<file path="src/rtl/elastic_deserializer.sv">
// Purpose : packs ratio_p narrow beats into one wide word; last_i flushes a partial word early.
// Latency : wide word is valid 1 cycle after its final beat is accepted.
// Backpressure: ready_o = ~valid_o | ready_i; a held word stalls all input beats.
// Optional build macro ELASTIC_DESERIALIZER_MSB_FIRST_EN: first beat lands in the MSBs instead of the LSBs.
module elastic_deserializer #(
    parameter  int width_p      = 8,
    parameter  int ratio_p      = 4,
    localparam int cnt_width_lp = $clog2(ratio_p + 1)
) (
    input  logic                        clk_i,
    input  logic                        reset_i,
    input  logic [width_p-1:0]          data_i,
    input  logic                        valid_i,
    input  logic                        last_i,
    output logic                        ready_o,
    output logic                        valid_o,
    output logic [width_p*ratio_p-1:0]  data_o,
    output logic [cnt_width_lp-1:0]     count_o,
    input  logic                        ready_i
);

    localparam int                      idx_width_lp = $clog2(ratio_p);
    localparam logic [idx_width_lp-1:0] last_idx_lp  = idx_width_lp'(ratio_p - 1);

    logic [idx_width_lp-1:0]            r_idx;
    logic [ratio_p-1:0][width_p-1:0]    r_stage;
    logic [ratio_p-1:0][width_p-1:0]    r_data;
    logic [cnt_width_lp-1:0]            r_count;
    logic                               r_valid;

    logic [ratio_p-1:0][width_p-1:0]    w_merged;
    logic [idx_width_lp-1:0]            w_pos;
    logic                               w_ready;
    logic                               w_accept;
    logic                               w_final;
    logic                               w_drain;

    // Ready depends only on the held-word state and downstream ready, never on the input side.
    assign w_ready  = ~r_valid | ready_i;
    assign w_accept = valid_i & w_ready;
    assign w_final  = (r_idx == last_idx_lp) | last_i;
    assign w_drain  = r_valid & ready_i;

    assign ready_o  = w_ready;
    assign valid_o  = r_valid;
    assign data_o   = r_data;
    assign count_o  = r_count;

    // Map the logical beat index to its physical slot in the wide word.
    always_comb begin
`ifdef ELASTIC_DESERIALIZER_MSB_FIRST_EN
        w_pos = last_idx_lp - r_idx;
`else
        w_pos = r_idx;
`endif
    end

    // Staging buffer with the current beat dropped into its slot; unfilled slots stay zero.
    always_comb begin
        w_merged        = r_stage;
        w_merged[w_pos] = data_i;
    end

    // Beat collection, word hand-off and output-register drain.
    always_ff @(posedge clk_i) begin
        if (reset_i) begin
            r_idx   <= '0;
            r_stage <= '0;
            r_data  <= '0;
            r_count <= '0;
            r_valid <= 1'b0;
        end else begin
            if (w_drain) begin
                r_valid <= 1'b0;
            end
            if (w_accept) begin
                if (w_final) begin
                    // A final beat may load in the same edge the old word drains.
                    r_data  <= w_merged;
                    r_count <= cnt_width_lp'(r_idx) + cnt_width_lp'(1);
                    r_valid <= 1'b1;
                    r_stage <= '0;
                    r_idx   <= '0;
                end else begin
                    r_stage <= w_merged;
                    r_idx   <= r_idx + idx_width_lp'(1);
                end
            end
        end
    end

endmodule

</file>
<file path="config.mk">
export PLATFORM = sky130hd
export DESIGN_NAME = elastic_deserializer
export DESIGN_NICKNAME = d
export VERILOG_FILES = /design/src/rtl/elastic_deserializer.sv
export SDC_FILE = /design/constraint.sdc
export NUM_CORES = 1
export LEC_CHECK = 0
export ABC_AREA = 1
export CAP_MARGIN = 5
export CORE_UTILIZATION = 60
export DETAILED_ROUTE_END_ITERATION = 16
export DONT_BUFFER_PORTS = 1
export GPL_TIMING_DRIVEN = 0
export PLACE_DENSITY = 0.73
export SYNTH_ARGS = -nofsm -noshare
export SYNTH_HDL_FRONTEND = slang
export SYNTH_SLANG_ARGS = --single-unit
</file>
<file path="constraint.sdc">
create_clock -name clk_i -period 2.45 [get_ports clk_i]
set_input_delay 0.245 -clock clk_i [delete_from_list [all_inputs] [get_ports clk_i]]
set_output_delay 0.245 -clock clk_i [all_outputs]
set_load 0.01 [all_outputs]
</file>
==> results.env, run 1 <==
OUTCOME='completed'
POST_SYNTH_INST_COUNT=662
DIODES_INSERTED=0
FINALCRITPERIODSHARE_PCT=74.8
CP_DATA_REQUIRED_TIME_PS=2700
POST_ROUTE_CELLS_DRIVE_ABOVE_1_SHARE_PCT=6.78
FINAL_NETS=691
UTILIZATION_PCT=69.2
CPPEAKSTAGEDELAY_PS=390
FINAL.SETUP_SKEW_PS=10.5
STARTPOINT_TYPE='flop'
LIBRARY_CELL_WITH_THE_HIGHEST_INSTANCE_COUNT_AFTER_SYNTHESIS='sky130_fd_sc_hd__nand2_1'
VIAS_IN_THE_FIRST_GLOBAL_ROUTE=3258
SETUP_REPAIR_AFTER_GLOBAL_ROUTING_MISSED_ITS_MARGIN='false'
POST-ROUTE-MIN-PERIOD_PS=1830
IOPINCOUNT=50
MAPPEDNETLISTAREA_SQ_MM=0.00384
ROUTE.DETAILED.VIAS_PER_INST=4.97
CP_NUM_BUF_INV=4
AVGSYNTHCELLAREA_SQ_UM=5.80
POST_CTS_RESIZE_COUNT=0
FLOORPLAN.ROWS=28
CRITICAL-PATH-TOP-DELAY-FAMILY='buffers and inverters'
ANTENNA_FOUND_INITIAL=0
TIMING.CRITICAL_PATH.DEPTH=10
GLOBALPLACE.CONGESTION=0.873
SEQ_TOTAL_AREA_YOSYS_PCT=36.5
GRT_START_MAX_NET_PINS=13
SLEW_HEADROOM_PCT=64.5
FIN_SETUP_TNS_PS=0
POSTROUTEANTENNANETS=0
TIMING.CRITICAL_PATH.FANOUT_MAX=10
MAX-VDD-IR-DROP_mV=0.477
SYN_TO_FINAL_GROWTH_PCT=9.25
NFILLCELLS=601
CAP_VIOLATIONS=0
MAXIMUM_CLOCK_FREQUENCY_MHz=546
ASYNC_RESET_FF_SHARE_PCT=0
CRIT_TOP_CELL='sky130_fd_sc_hd__nand2_1'
STDCELL_AREA_SQ_MM=0.00420
FP.DIEAREA_SQ_MM=0.00673
SLEW_VIOL_FINAL=0
MAPPEDNETLISTNETS=680
P_TOTAL_W=0.00282
NETLIST_TOP_CELLS_COUNT='sky130_fd_sc_hd__nand2_1, sky130_fd_sc_hd__inv_1, sky130_fd_sc_hd__dfxtp_1'
WORST_SKEW_PAIR.LATE_LATENCY_PS=350
RR_WORST_DEPTH=10
YOSYS_REGISTER_BITS=70
YOSYS.AREA.TOP_TYPE='sky130_fd_sc_hd__dfxtp_1'
END_KIND='flop'
GR-USAGE-ALL-LAYERS_PCT=30.9
SYNTH_LARGEST_TYPE_AREA_FRACTION_PCT=36.5
PLACED_CELL_AREA_SQ_MM=0.00394
HOLD_PATH_DEPTH=4
DETAIL_ROUTE_MET2_WL_MM=4.20
EDFF_COUNT_SYNTH=0
HTREEDEPTH=3
SYNTH.YOSYS.WARNINGS=0
SETUP_VIOLATIONS=0
SLEW_AT_THE_PIN_CLOSEST_TO_ITS_MAX_SLEW_LIMIT_PS=533
M1WIRELENGTH_MM=4.45
FINALHOLDVIOLCOUNT=0
GRT_PASS1_WL_MM=15.5
YS.FLOP_TYPE='sky130_fd_sc_hd__dfxtp_1'
POWER_DENSITY_mW_PER_MM2=672
CTS_TREE='yes'
FIRST_PASS_ITERS=6
LIBRARY_CELL_USED_AS_CLOCK_ROOT_BUFFER='sky130_fd_sc_hd__clkbuf_8'
POWER.STATIC_LEAKAGE_nW=2.16
TIMING.CRITICAL_PATH.CELLS='inv_1 -> ha_1 -> buf_2 -> inv_1 -> buf_2 -> nand2_1 -> nand2_1 -> nand3_1 -> nand2_1 -> nor2_1'
DIEWIDTH_UM=82.0
PATH_CLASS='flop to flop'
PLACE_HPWL_MM=7.00
CORE_SQ_MM=0.00606
ROUTE.DETAILED.WL_PER_INST_UM=12.9
NUMCTSBUFFERS=9
TYPE_OF_THE_WORST_MIN_DELAY_PATH='primary input to flop'
CTS.HOLD.BUFFERS_ADDED=0
CLOCKBUFFERDEPTH=2
INITIAL_CORE_UTIL_PCT=63.4
CRITICAL_PATH.SLOWEST_CELL='sky130_fd_sc_hd__dfxtp_1'
VIAS=3745
CRITPATHARRIVALTIME_PS=2080
ROUTED_WIRELENGTH_MM=9.73
NUMBER_OF_DISTINCT_LIBRARY_CELLS_AFTER_SYNTHESIS=13
DETAIL_ROUTE.DRC_VIOLATIONS=0
CLKSINKCOUNT=70
SYNTHTOPCELLSBYAREA='sky130_fd_sc_hd__dfxtp_1, sky130_fd_sc_hd__nand2_1, sky130_fd_sc_hd__inv_1'
CLK_PIN_SLEW_PS=80
TOP_LAYER_IN_USE='met4'
DETAILROUTE.WIRELENGTH.MET3_UM=914
STARTING_DRT_DRC_COUNT=178
WORST_SLACK_PS=617
GRT.OVERFLOW.TOTAL=0
POST_CTS.REPAIR.SETUP_BUFFERS=0
PLACE.PORT_BUFFERS=0
DIE_HEIGHT_UM=82.0
DPL_WORST_SLACK_PS=677
## power by group
part / switching (W) / internal, W
logic: 0.000241 / 0.000112
clock network: 0.000445 / 0.000780
registers: 0.0000518 / 0.00119
## state kept, by name (all words and copies together), names as in the netlist
signal and count:
data_o 32, r_stage 32, count_o 3, r_idx 2, valid_o 1
## per-layer routing
metal,vias to the layer above,GRT usage (%)
met5,-,0
met2,148,48.2
met1,1614,40.6
li1,1969,-
met3,14,8.11
met4,0,11.6
## cell families after synthesis
family | synth area share, %
AND/OR/NAND/NOR | 40.6
AO/OA/AOI/OAI | 5.37
adder cells (fa/ha/maj) | 1.63
flip-flops | 36.5
buffers and inverters | 16.0
## area by class of cell
| class | count | area (sq um) | area share (%) |
|---|---|---|---|
| multi-input combinational | 438 | 1830 | 43.5 |
| sequential | 70 | 1400 | 33.4 |
| inverter | 115 | 432 | 10.3 |
| buffer | 39 | 181 | 4.32 |
| clock inverter | 6 | 134 | 3.19 |
| clock buffer | 10 | 128 | 3.04 |
| tap | 75 | 93.8 | 2.24 |
## worst paths after layout
check / start / endpoint / slack, ps
hold reg to reg: r_stage[3]$_SDFFE_PP0N_ / r_stage[3]$_SDFFE_PP0N_ / 480
setup / recovery: r_idx[0]$_SDFFE_PP0N_ / data_o[22]$_SDFFE_PP0P_ / 620
setup reg to reg: r_idx[0]$_SDFFE_PP0N_ / data_o[22]$_SDFFE_PP0P_ / 620
hold / removal: data_i[7] / r_stage[23]$_SDFFE_PP0N_ / 140
## worst reg2reg max path, cell delays in order (launching register included)
cell and delay (ps):
sky130_fd_sc_hd__dfxtp_1 390, sky130_fd_sc_hd__inv_1 130, sky130_fd_sc_hd__ha_1 220, sky130_fd_sc_hd__buf_2 170, sky130_fd_sc_hd__inv_1 170, sky130_fd_sc_hd__buf_2 250, sky130_fd_sc_hd__nand2_1 80, sky130_fd_sc_hd__nand2_1 110
sky130_fd_sc_hd__nand3_1 90, sky130_fd_sc_hd__nand2_1 80, sky130_fd_sc_hd__nor2_1 40
## layout by cell type (no fill, tap or decap), types with 2 or more instances in the layout
master                      instances
sky130_fd_sc_hd__clkbuf_8           9
sky130_fd_sc_hd__clkbuf_2           2
sky130_fd_sc_hd__buf_2             26
sky130_fd_sc_hd__dfxtp_1           70
sky130_fd_sc_hd__nand3_1           63
sky130_fd_sc_hd__nand2_1          288
sky130_fd_sc_hd__inv_1            113
sky130_fd_sc_hd__a21oi_1           34
sky130_fd_sc_hd__ha_1               5
sky130_fd_sc_hd__o21ai_0            4
sky130_fd_sc_hd__inv_2              2
sky130_fd_sc_hd__bufinv_16          4
sky130_fd_sc_hd__nor2_1            43
sky130_fd_sc_hd__clkbuf_1          12
## stage by stage
step / hold WS, ps / cells
floorplan: 433 / 662
global placement: 445 / 737
detailed placement: 470 / 737
CTS: 141 / 753
global route: 156 / 753
finish: 143 / 753
(Power assumes the default switching activity.)
==> inputs of run 2 (changes only) <==
--- a/config.mk
+++ b/config.mk
@@ -5,7 +5,7 @@
 export SDC_FILE = /design/constraint.sdc
 export NUM_CORES = 1
 export LEC_CHECK = 0
-export ABC_AREA = 1
+export ABC_AREA = 0
 export CAP_MARGIN = 5
 export CORE_UTILIZATION = 60
 export DETAILED_ROUTE_END_ITERATION = 16
==> constraint.sdc (replaced) <==
create_clock -name clk_i -period 1.9 [get_ports clk_i]
set_input_delay 0.19 -clock clk_i [delete_from_list [all_inputs] [get_ports clk_i]]
set_output_delay 0.19 -clock clk_i [all_outputs]
set_load 0.01 [all_outputs]
==> results.env, run 2 <==
POWER_DENSITY_mW_PER_MM2=949  # was 672 mW/mm^2
SLEW_VIOL_FINAL=0  # unchanged
FIRST_PASS_ITERS=4  # was 6
AVGSYNTHCELLAREA_SQ_UM=9.80  # was 5.80 sq um
FINALCRITPERIODSHARE_PCT=95.7  # was 74.8%
GRT_START_MAX_NET_PINS=12  # was 13
STARTPOINT_TYPE='flop'  # unchanged
SLEW_AT_THE_PIN_CLOSEST_TO_ITS_MAX_SLEW_LIMIT_PS=581  # was 533 ps
POST-ROUTE-MIN-PERIOD_PS=1820  # was 1830 ps
P_INT_W=0.00241  # was 0.00208 W
STDCELL_AREA_SQ_MM=0.00339  # was 0.00420 sq mm
DPL_WORST_SLACK_PS=3.62  # was 677 ps
SYN_TO_FINAL_GROWTH_PCT=10.1  # was 9.25%
FINAL_COMMON_CELL='sky130_fd_sc_hd__dfxtp_1'  # was sky130_fd_sc_hd__nand2_1
DIEWIDTH_UM=73.6  # was 82.0 um
TIMING.CRITICAL_PATH.FANOUT_MAX=10  # unchanged
NETLIST_TOP_CELLS_COUNT='sky130_fd_sc_hd__dfxtp_1, sky130_fd_sc_hd__a211oi_1, sky130_fd_sc_hd__inv_1'  # was sky130_fd_sc_hd__nand2_1, sky130_fd_sc_hd__inv_1, sky130_fd_sc_hd__dfxtp_1
OUTCOME='completed'  # unchanged
GRT.OVERFLOW.TOTAL=0  # unchanged
POSTROUTEANTENNANETS=0  # unchanged
WORST_SLACK_PS=81.7  # was 617 ps
FIN_SETUP_TNS_PS=0  # unchanged
DETAIL_ROUTE.DRC_VIOLATIONS=0  # unchanged
GRT_PASS1_WL_MM=12.5  # was 15.5 mm
POST_ROUTE_CELLS_DRIVE_ABOVE_1_SHARE_PCT=12.4  # was 6.78%
LAYOUT.CELLS.MOST_COMMON_LIST='sky130_fd_sc_hd__dfxtp_1, sky130_fd_sc_hd__inv_1, sky130_fd_sc_hd__a211oi_1'  # was sky130_fd_sc_hd__nand2_1, sky130_fd_sc_hd__inv_1, sky130_fd_sc_hd__dfxtp_1
COMB_POWER_SHARE_PCT=9.6  # was 12.5%
FINAL_NETS=343  # was 691
YOSYS.AREA.TOP_TYPE='sky130_fd_sc_hd__dfxtp_1'  # unchanged
POWER.SWITCHING_FRACTION_PCT=25.0  # was 26.2%
PLACE_HPWL_MM=5.32  # was 7.00 mm
EDFF_COUNT_SYNTH=0  # unchanged
DIODES_INSERTED=0  # unchanged
CAP_VIOLATIONS=0  # unchanged
CLKSINKCOUNT=70  # unchanged
GRT_BUSIEST_LAYER='met2'  # unchanged
POWER.STATIC_LEAKAGE_nW=1.12  # was 2.16 nW
SYNTH.YOSYS.WARNINGS=0  # unchanged
WORST_SKEW_PAIR.LATE_LATENCY_PS=350  # about the same
END_KIND='flop'  # unchanged
CLK_PIN_SLEW_PS=70  # was 80 ps
MET1_GRT_UTIL_PCT=43.2  # was 40.6%
GLOBALPLACE.CONGESTION=0.860  # was 0.873
SYNTH_SIMPLE_GATE_AREA_SHARE_PCT=7.44  # was 40.6%
ANTENNA_FOUND_INITIAL=0  # unchanged
CLOCKBUFFERDEPTH=2  # unchanged
MAPPEDNETLISTAREA_SQ_MM=0.00308  # was 0.00384 sq mm
INITIAL_CORE_UTIL_PCT=63.9  # was 63.4%
CORE_SQ_MM=0.00482  # was 0.00606 sq mm
CTS_TREE='yes'  # unchanged
TYPE_OF_THE_WORST_MIN_DELAY_PATH='primary input to flop'  # unchanged
ROUTE.DETAILED.WL_PER_INST_UM=20.0  # was 12.9 um
HTREEDEPTH=3  # unchanged
VIAS=2531  # was 3745
SYNTH_LARGEST_TYPE_AREA_FRACTION_PCT=45.5  # was 36.5%
VIAS_IN_THE_FIRST_GLOBAL_ROUTE=2394  # was 3258
NUMCTSBUFFERS=9  # unchanged
SYNTH_ADDER_AREA_SHARE_PCT=2.03  # was 1.63%
SYNTH_COMPOUND_AREA_SHARE_PCT=25.3  # was 5.37%
LIBRARY_CELL_WITH_THE_HIGHEST_INSTANCE_COUNT_AFTER_SYNTHESIS='sky130_fd_sc_hd__dfxtp_1'  # was sky130_fd_sc_hd__nand2_1
FLOORPLAN.ROWS=25  # was 28
YOSYS_REGISTER_BITS=70  # unchanged
PWR-SHARE-SEQ_PCT=49.3  # was 44.0%
NUMBER_OF_DISTINCT_LIBRARY_CELLS_AFTER_SYNTHESIS=27  # was 13
SYNTHMUXAREASHARE_PCT=10.4  # was 0%
FINALHOLDVIOLCOUNT=0  # unchanged
COMBINATIONAL_FAMILY_WITH_THE_MOST_AREA_AFTER_SYNTHESIS='compound AO/OA/AOI/OAI gates'  # was simple AND/OR/NAND/NOR gates
CP_DATA_REQUIRED_TIME_PS=2150  # was 2700 ps
FP.DIEAREA_SQ_MM=0.00542  # was 0.00673 sq mm
UTILIZATION_PCT=70.3  # was 69.2%
NET-SWITCHING-POWER_W=0.000804  # was 0.000738 W
MAXIMUM_CLOCK_FREQUENCY_MHz=550  # was 546 MHz
STARTING_DRT_DRC_COUNT=234  # was 178
PLACED_CELL_AREA_SQ_MM=0.00316  # was 0.00394 sq mm
ROUTED_WIRELENGTH_MM=7.95  # was 9.73 mm
CLKPWRFRAC_PCT=41.0  # was 43.4%
SYNTH_XOR_AREA_SHARE_PCT=0  # unchanged
SEQ_TOTAL_AREA_YOSYS_PCT=45.5  # was 36.5%
ASYNC_RESET_FF_SHARE_PCT=0  # unchanged
CRITPATHARRIVALTIME_PS=2070  # was 2080 ps
MAPPEDNETLISTNETS=332  # was 680
POST_SYNTH_INST_COUNT=314  # was 662
IOPINCOUNT=50  # unchanged
GR-USAGE-MET3_PCT=5.90  # was 8.11%
PLACE.PORT_BUFFERS=0  # unchanged
ROUTE.DETAILED.VIAS_PER_INST=6.38  # was 4.97
CTS.HOLD.BUFFERS_ADDED=0  # unchanged
YS.FLOP_TYPE='sky130_fd_sc_hd__dfxtp_1'  # unchanged
SETUP_VIOLATIONS=0  # unchanged
DIE_HEIGHT_UM=73.6  # was 82.0 um
FINAL.SETUP_SKEW_PS=6.59  # was 10.5 ps
PATH_CLASS='flop to flop'  # unchanged
SLEW_HEADROOM_PCT=61.1  # was 64.5%
P_TOTAL_W=0.00321  # was 0.00282 W
SYNTHTOPCELLSBYAREA='sky130_fd_sc_hd__dfxtp_1, sky130_fd_sc_hd__mux2i_1, sky130_fd_sc_hd__o32ai_1'  # was sky130_fd_sc_hd__dfxtp_1, sky130_fd_sc_hd__nand2_1, sky130_fd_sc_hd__inv_1
SETUP_REPAIR_AFTER_GLOBAL_ROUTING_MISSED_ITS_MARGIN='false'  # unchanged
MAX-VDD-IR-DROP_mV=0.553  # was 0.477 mV
GR-USAGE-ALL-LAYERS_PCT=32.0  # was 30.9%
GLOBAL_ROUTE_MET2_UTILIZATION_PCT=49.0  # was 48.2%
LIBRARY_CELL_USED_AS_CLOCK_ROOT_BUFFER='sky130_fd_sc_hd__clkbuf_8'  # unchanged
==> run 2: cell type report <==
cell class                 count  area (sq um)
inverter                      34           128
buffer                        32           160
multi-input combinational    178          1400
fill                         397          1430
sequential                    70          1400
tap                           67          83.8
clock inverter                 4          70.1
clock buffer                  12           145
==> run 2: worst paths after layout <==
| kind | from | end | slack [ps] | cells after the start |
|---|---|---|---|---|
| worst max-delay path | r_idx[0]$_SDFFE_PP0N_ | data_o[10]$_SDFFE_PP0P_ | 80 | 6 |
| worst min-delay path | data_i[0] | r_stage[0]$_SDFFE_PP0N_ | 20 | 2 |
| worst max register to register | r_idx[0]$_SDFFE_PP0N_ | data_o[10]$_SDFFE_PP0P_ | 80 | 6 |
| worst min register to register | r_stage[17]$_SDFFE_PP0N_ | r_stage[17]$_SDFFE_PP0N_ | 480 | 2 |
==> run 2: power groups by stage <==
stage               Combinational [W]  Clock, W  Sequential [W]
floorplan                    0.000232         0         0.00161
global placement             0.000294         0         0.00162
detailed placement           0.000299         0         0.00162
CTS                          0.000305   0.00132         0.00159
global route                 0.000337   0.00139         0.00159
finish                       0.000310   0.00132         0.00159
==> run 2: worst max-delay path, cell delays in order (launching register included) <==
cell	delay, ps
sky130_fd_sc_hd__dfxtp_1	350
sky130_fd_sc_hd__ha_1	220
sky130_fd_sc_hd__buf_4	190
sky130_fd_sc_hd__nor2_1	370
sky130_fd_sc_hd__nor3_4	120
sky130_fd_sc_hd__clkbuf_4	230
sky130_fd_sc_hd__a211oi_1	240
==> run 2: kinds of logic (layout without fill, tap and decap cells) <==
| family | count (synthesis) | count (layout) |
|---|---|---|
| AOI/OAI and AO/OA | 107 | 107 |
| DFF | 70 | 70 |
| buffers and inverters | 66 | 82 |
| and+or+nand+nor | 34 | 34 |
| muxes | 32 | 32 |
| adders and majority gates | 5 | 5 |
==> run 2: routing by layer <==
layer  part of all wire (%)  wire (um)
met5                      0          0
met4                    2.5        201
met3                    5.9        471
met2                     46       3660
met1                     45       3610
==> run 2: timing repair <==
| item | CTS | global route |
|---|---|---|
| setup buffers | 0 | 0 |
| gates resized for setup | 2 | 1 |
| endpoints found under the setup margin | 16 | 9 |
==> run 2: per-stage QoR <==
step / hold WS, ps / cells
finish: 17.3 / 397
global route: 20.0 / 397
CTS: 16.4 / 397
detailed placement: 379 / 381
global placement: 355 / 381
floorplan: 349 / 314
==> inputs of run 3 (changes only) <==
--- a/config.mk
+++ b/config.mk
@@ -7,11 +7,11 @@
 export LEC_CHECK = 0
 export ABC_AREA = 0
 export CAP_MARGIN = 5
-export CORE_UTILIZATION = 60
+export CORE_UTILIZATION = 30
 export DETAILED_ROUTE_END_ITERATION = 16
 export DONT_BUFFER_PORTS = 1
 export GPL_TIMING_DRIVEN = 0
-export PLACE_DENSITY = 0.73
+export PLACE_DENSITY = 0.41
 export SYNTH_ARGS = -nofsm -noshare
 export SYNTH_HDL_FRONTEND = slang
 export SYNTH_SLANG_ARGS = --single-unit
==> results.env, run 3 (synthesis results as in run 2) <==
OUTCOME='completed'  # unchanged
FINAL_COMMON_CELL='sky130_fd_sc_hd__dfxtp_1'  # unchanged
POWER.STATIC_LEAKAGE_nW=1.11  # was 1.12 nW
FP.DIEAREA_SQ_MM=0.0107  # was 0.00542 sq mm
GR-USAGE-ALL-LAYERS_PCT=19.5  # was 32.0%
END_KIND='flop'  # unchanged
STARTING_DRT_DRC_COUNT=97  # was 234
POST-PLACE-CELLS=447  # was 381
SLEW_HEADROOM_PCT=61.1  # about the same
FIRST_PASS_ITERS=4  # unchanged
CLOCKBUFFERDEPTH=2  # unchanged
VIAS_IN_THE_FIRST_GLOBAL_ROUTE=2463  # was 2394
CRITICAL_PATH.SLOWEST_CELL='sky130_fd_sc_hd__dfxtp_1'  # was sky130_fd_sc_hd__nor2_1
GRT_START_MAX_NET_PINS=13  # was 12
CPPEAKSTAGEDELAY_PS=430  # was 370 ps
CTS_TREE='yes'  # unchanged
POSTROUTEANTENNANETS=0  # unchanged
INITIAL_CORE_UTIL_PCT=31.2  # was 63.9%
PLACE_HPWL_MM=6.56  # was 5.32 mm
POWER_DENSITY_mW_PER_MM2=898  # was 949 mW/mm^2
SLEW_VIOL_FINAL=0  # unchanged
PLACE.PORT_BUFFERS=0  # unchanged
CLKSINKCOUNT=70  # unchanged
ROUTE.DETAILED.VIAS_PER_INST=5.38  # was 6.38
WORST_SKEW_PAIR.LATE_LATENCY_PS=360  # was 350 ps
POST_ROUTE_CELLS_DRIVE_ABOVE_1_SHARE_PCT=14.2  # was 12.4%
CORE_SQ_MM=0.00986  # was 0.00482 sq mm
FINALCRITPERIODSHARE_PCT=91.4  # was 95.7%
LAYOUT.CELLS.MOST_COMMON_LIST='sky130_fd_sc_hd__dfxtp_1, sky130_fd_sc_hd__inv_1, sky130_fd_sc_hd__a211oi_1'  # unchanged
SETUP_VIOLATIONS=0  # unchanged
PATH_CLASS='flop to flop'  # unchanged
HOLD_WS_PS=65.6  # was 17.3 ps
FINALHOLDVIOLCOUNT=0  # unchanged
SETUP_REPAIR_AFTER_GLOBAL_ROUTING_MISSED_ITS_MARGIN='false'  # unchanged
STDCELL_COUNT=464  # was 397
ANTENNA_FOUND_INITIAL=0  # unchanged
MAX-VDD-IR-DROP_mV=0.278  # was 0.553 mV
DETAIL_ROUTE.DRC_VIOLATIONS=0  # unchanged
IOPINCOUNT=50  # unchanged
ROUTED_WIRELENGTH_MM=9.53  # was 7.95 mm
STARTPOINT_TYPE='flop'  # unchanged
PLACED_CELL_AREA_SQ_MM=0.00324  # was 0.00316 sq mm
CRITPATHARRIVALTIME_PS=1950  # was 2070 ps
TIMING.CRITICAL_PATH.CELLS='ha_1 -> buf_4 -> nor2_2 -> nor3_4 -> buf_2 -> a211oi_1'  # was ha_1 -> buf_4 -> nor2_1 -> nor3_4 -> clkbuf_4 -> a211oi_1
TIMING.CRITICAL_PATH.FANOUT_MAX=10  # unchanged
SYN_TO_FINAL_GROWTH_PCT=13.1  # was 10.1%
MAXIMUM_CLOCK_FREQUENCY_MHz=576  # was 550 MHz
SLEW_AT_THE_PIN_CLOSEST_TO_ITS_MAX_SLEW_LIMIT_PS=580  # was 581 ps
STDCELL_AREA_SQ_MM=0.00348  # was 0.00339 sq mm
GRT_PASS1_WL_MM=14.7  # was 12.5 mm
ROUTE.DETAILED.WL_PER_INST_UM=20.5  # was 20.0 um
LIBRARY_CELL_USED_AS_CLOCK_ROOT_BUFFER='sky130_fd_sc_hd__clkbuf_8'  # unchanged
CAP_VIOLATIONS=0  # unchanged
TYPE_OF_THE_WORST_MIN_DELAY_PATH='primary input to flop'  # unchanged
GLOBALPLACE.CONGESTION=0.745  # was 0.860
FINAL_NETS=345  # was 343
DIODES_INSERTED=0  # unchanged
CP_DATA_REQUIRED_TIME_PS=2120  # was 2150 ps
DIEWIDTH_UM=103  # was 73.6 um
POST-ROUTE-MIN-PERIOD_PS=1740  # was 1820 ps
NUMCTSBUFFERS=9  # unchanged
VIAS=2496  # was 2531
HTREEDEPTH=3  # unchanged
GRT.OVERFLOW.TOTAL=0  # unchanged
FINAL.SETUP_SKEW_PS=15.0  # was 6.59 ps
FLOORPLAN.ROWS=36  # was 25
CLK_PIN_SLEW_PS=90  # was 70 ps
DIE_HEIGHT_UM=103  # was 73.6 um
-- run 3: cell types whose count changed in the layout (fill, tap and decap cells not counted), sizes merged --
cell	previous run	this run
clkbuf	27	24
clkinvlp	0	3
buf	17	18
bufinv	2	1
dlygate4sd3	0	1
-- run 3: through the flow --
step	worst slack, ps	power [W]	utilization [%]	setup TNS (ps)
6_report	163	0.00312	35.3	0
4_1_cts	14.2	0.00314	35.0	0
2_1_floorplan	430	0.00184	-	0
3_3_place_gp	-73.0	0.00193	32.9	-1650
5_1_grt	12.7	0.00325	35.3	0
3_5_place_dp	-50.8	0.00194	32.9	-1060
-- run 3: path summary, 6_finish.rpt --
kind              cells past startpoint  slack (ps)                       end                startpoint
setup / recovery                      6         160    data_o[4]$_SDFFE_PP0P_     r_idx[1]$_SDFFE_PP0N_
hold / removal                        2          70   data_o[25]$_SDFFE_PP0P_                 data_i[1]
setup reg to reg                      6         160    data_o[4]$_SDFFE_PP0P_     r_idx[1]$_SDFFE_PP0N_
hold reg to reg                       2         480  r_stage[12]$_SDFFE_PP0N_  r_stage[12]$_SDFFE_PP0N_
-- run 3: cell type report --
cell class	count	area (sq um)
timing repair buffer	2	17.5
clock inverter	6	63.8
tap	133	166
buffer	32	160
multi-input combinational	178	1410
fill	1023	6390
clock buffer	9	124
sequential	70	1400
inverter	34	131
-- run 3: routing by layer --
metal | wire, um | global-route usage (%) | part of all wire (%)
met1 | 4740 | 27.3 | 50
met2 | 4260 | 29.7 | 45
met3 | 418 | 5.17 | 4.4
met4 | 112 | 4.88 | 1.2
met5 | 0 | 0 | 0
-- run 3: where the power goes --
group,switching [W],internal [W],total (W)
logic,0.000208,0.000114,0.000322
registers,0.0000594,0.00153,0.00159
clock network,0.000618,0.000597,0.00121
total,0.000885,0.00224,0.00312
-- run 3: what timing repair did --
item                       in CTS  in global routing
hold endpoints to repair        1                  0
resized for setup               2                  6
setup endpoints to repair      38                 39
hold buffers                    1                  0
cloned                          0                  0
setup buffers                   0                  1
pin swaps                       0                  1
-- run 3: worst max-delay path, delay by kind of cell, from the launching register on --
family | cells | cell delay [ps]
adder cells (fa/ha/maj) | 1 | 190
AND/OR/NAND/NOR | 2 | 390
buffers and inverters | 2 | 510
AO/OA/AOI/OAI | 1 | 100
flip-flops | 1 | 430
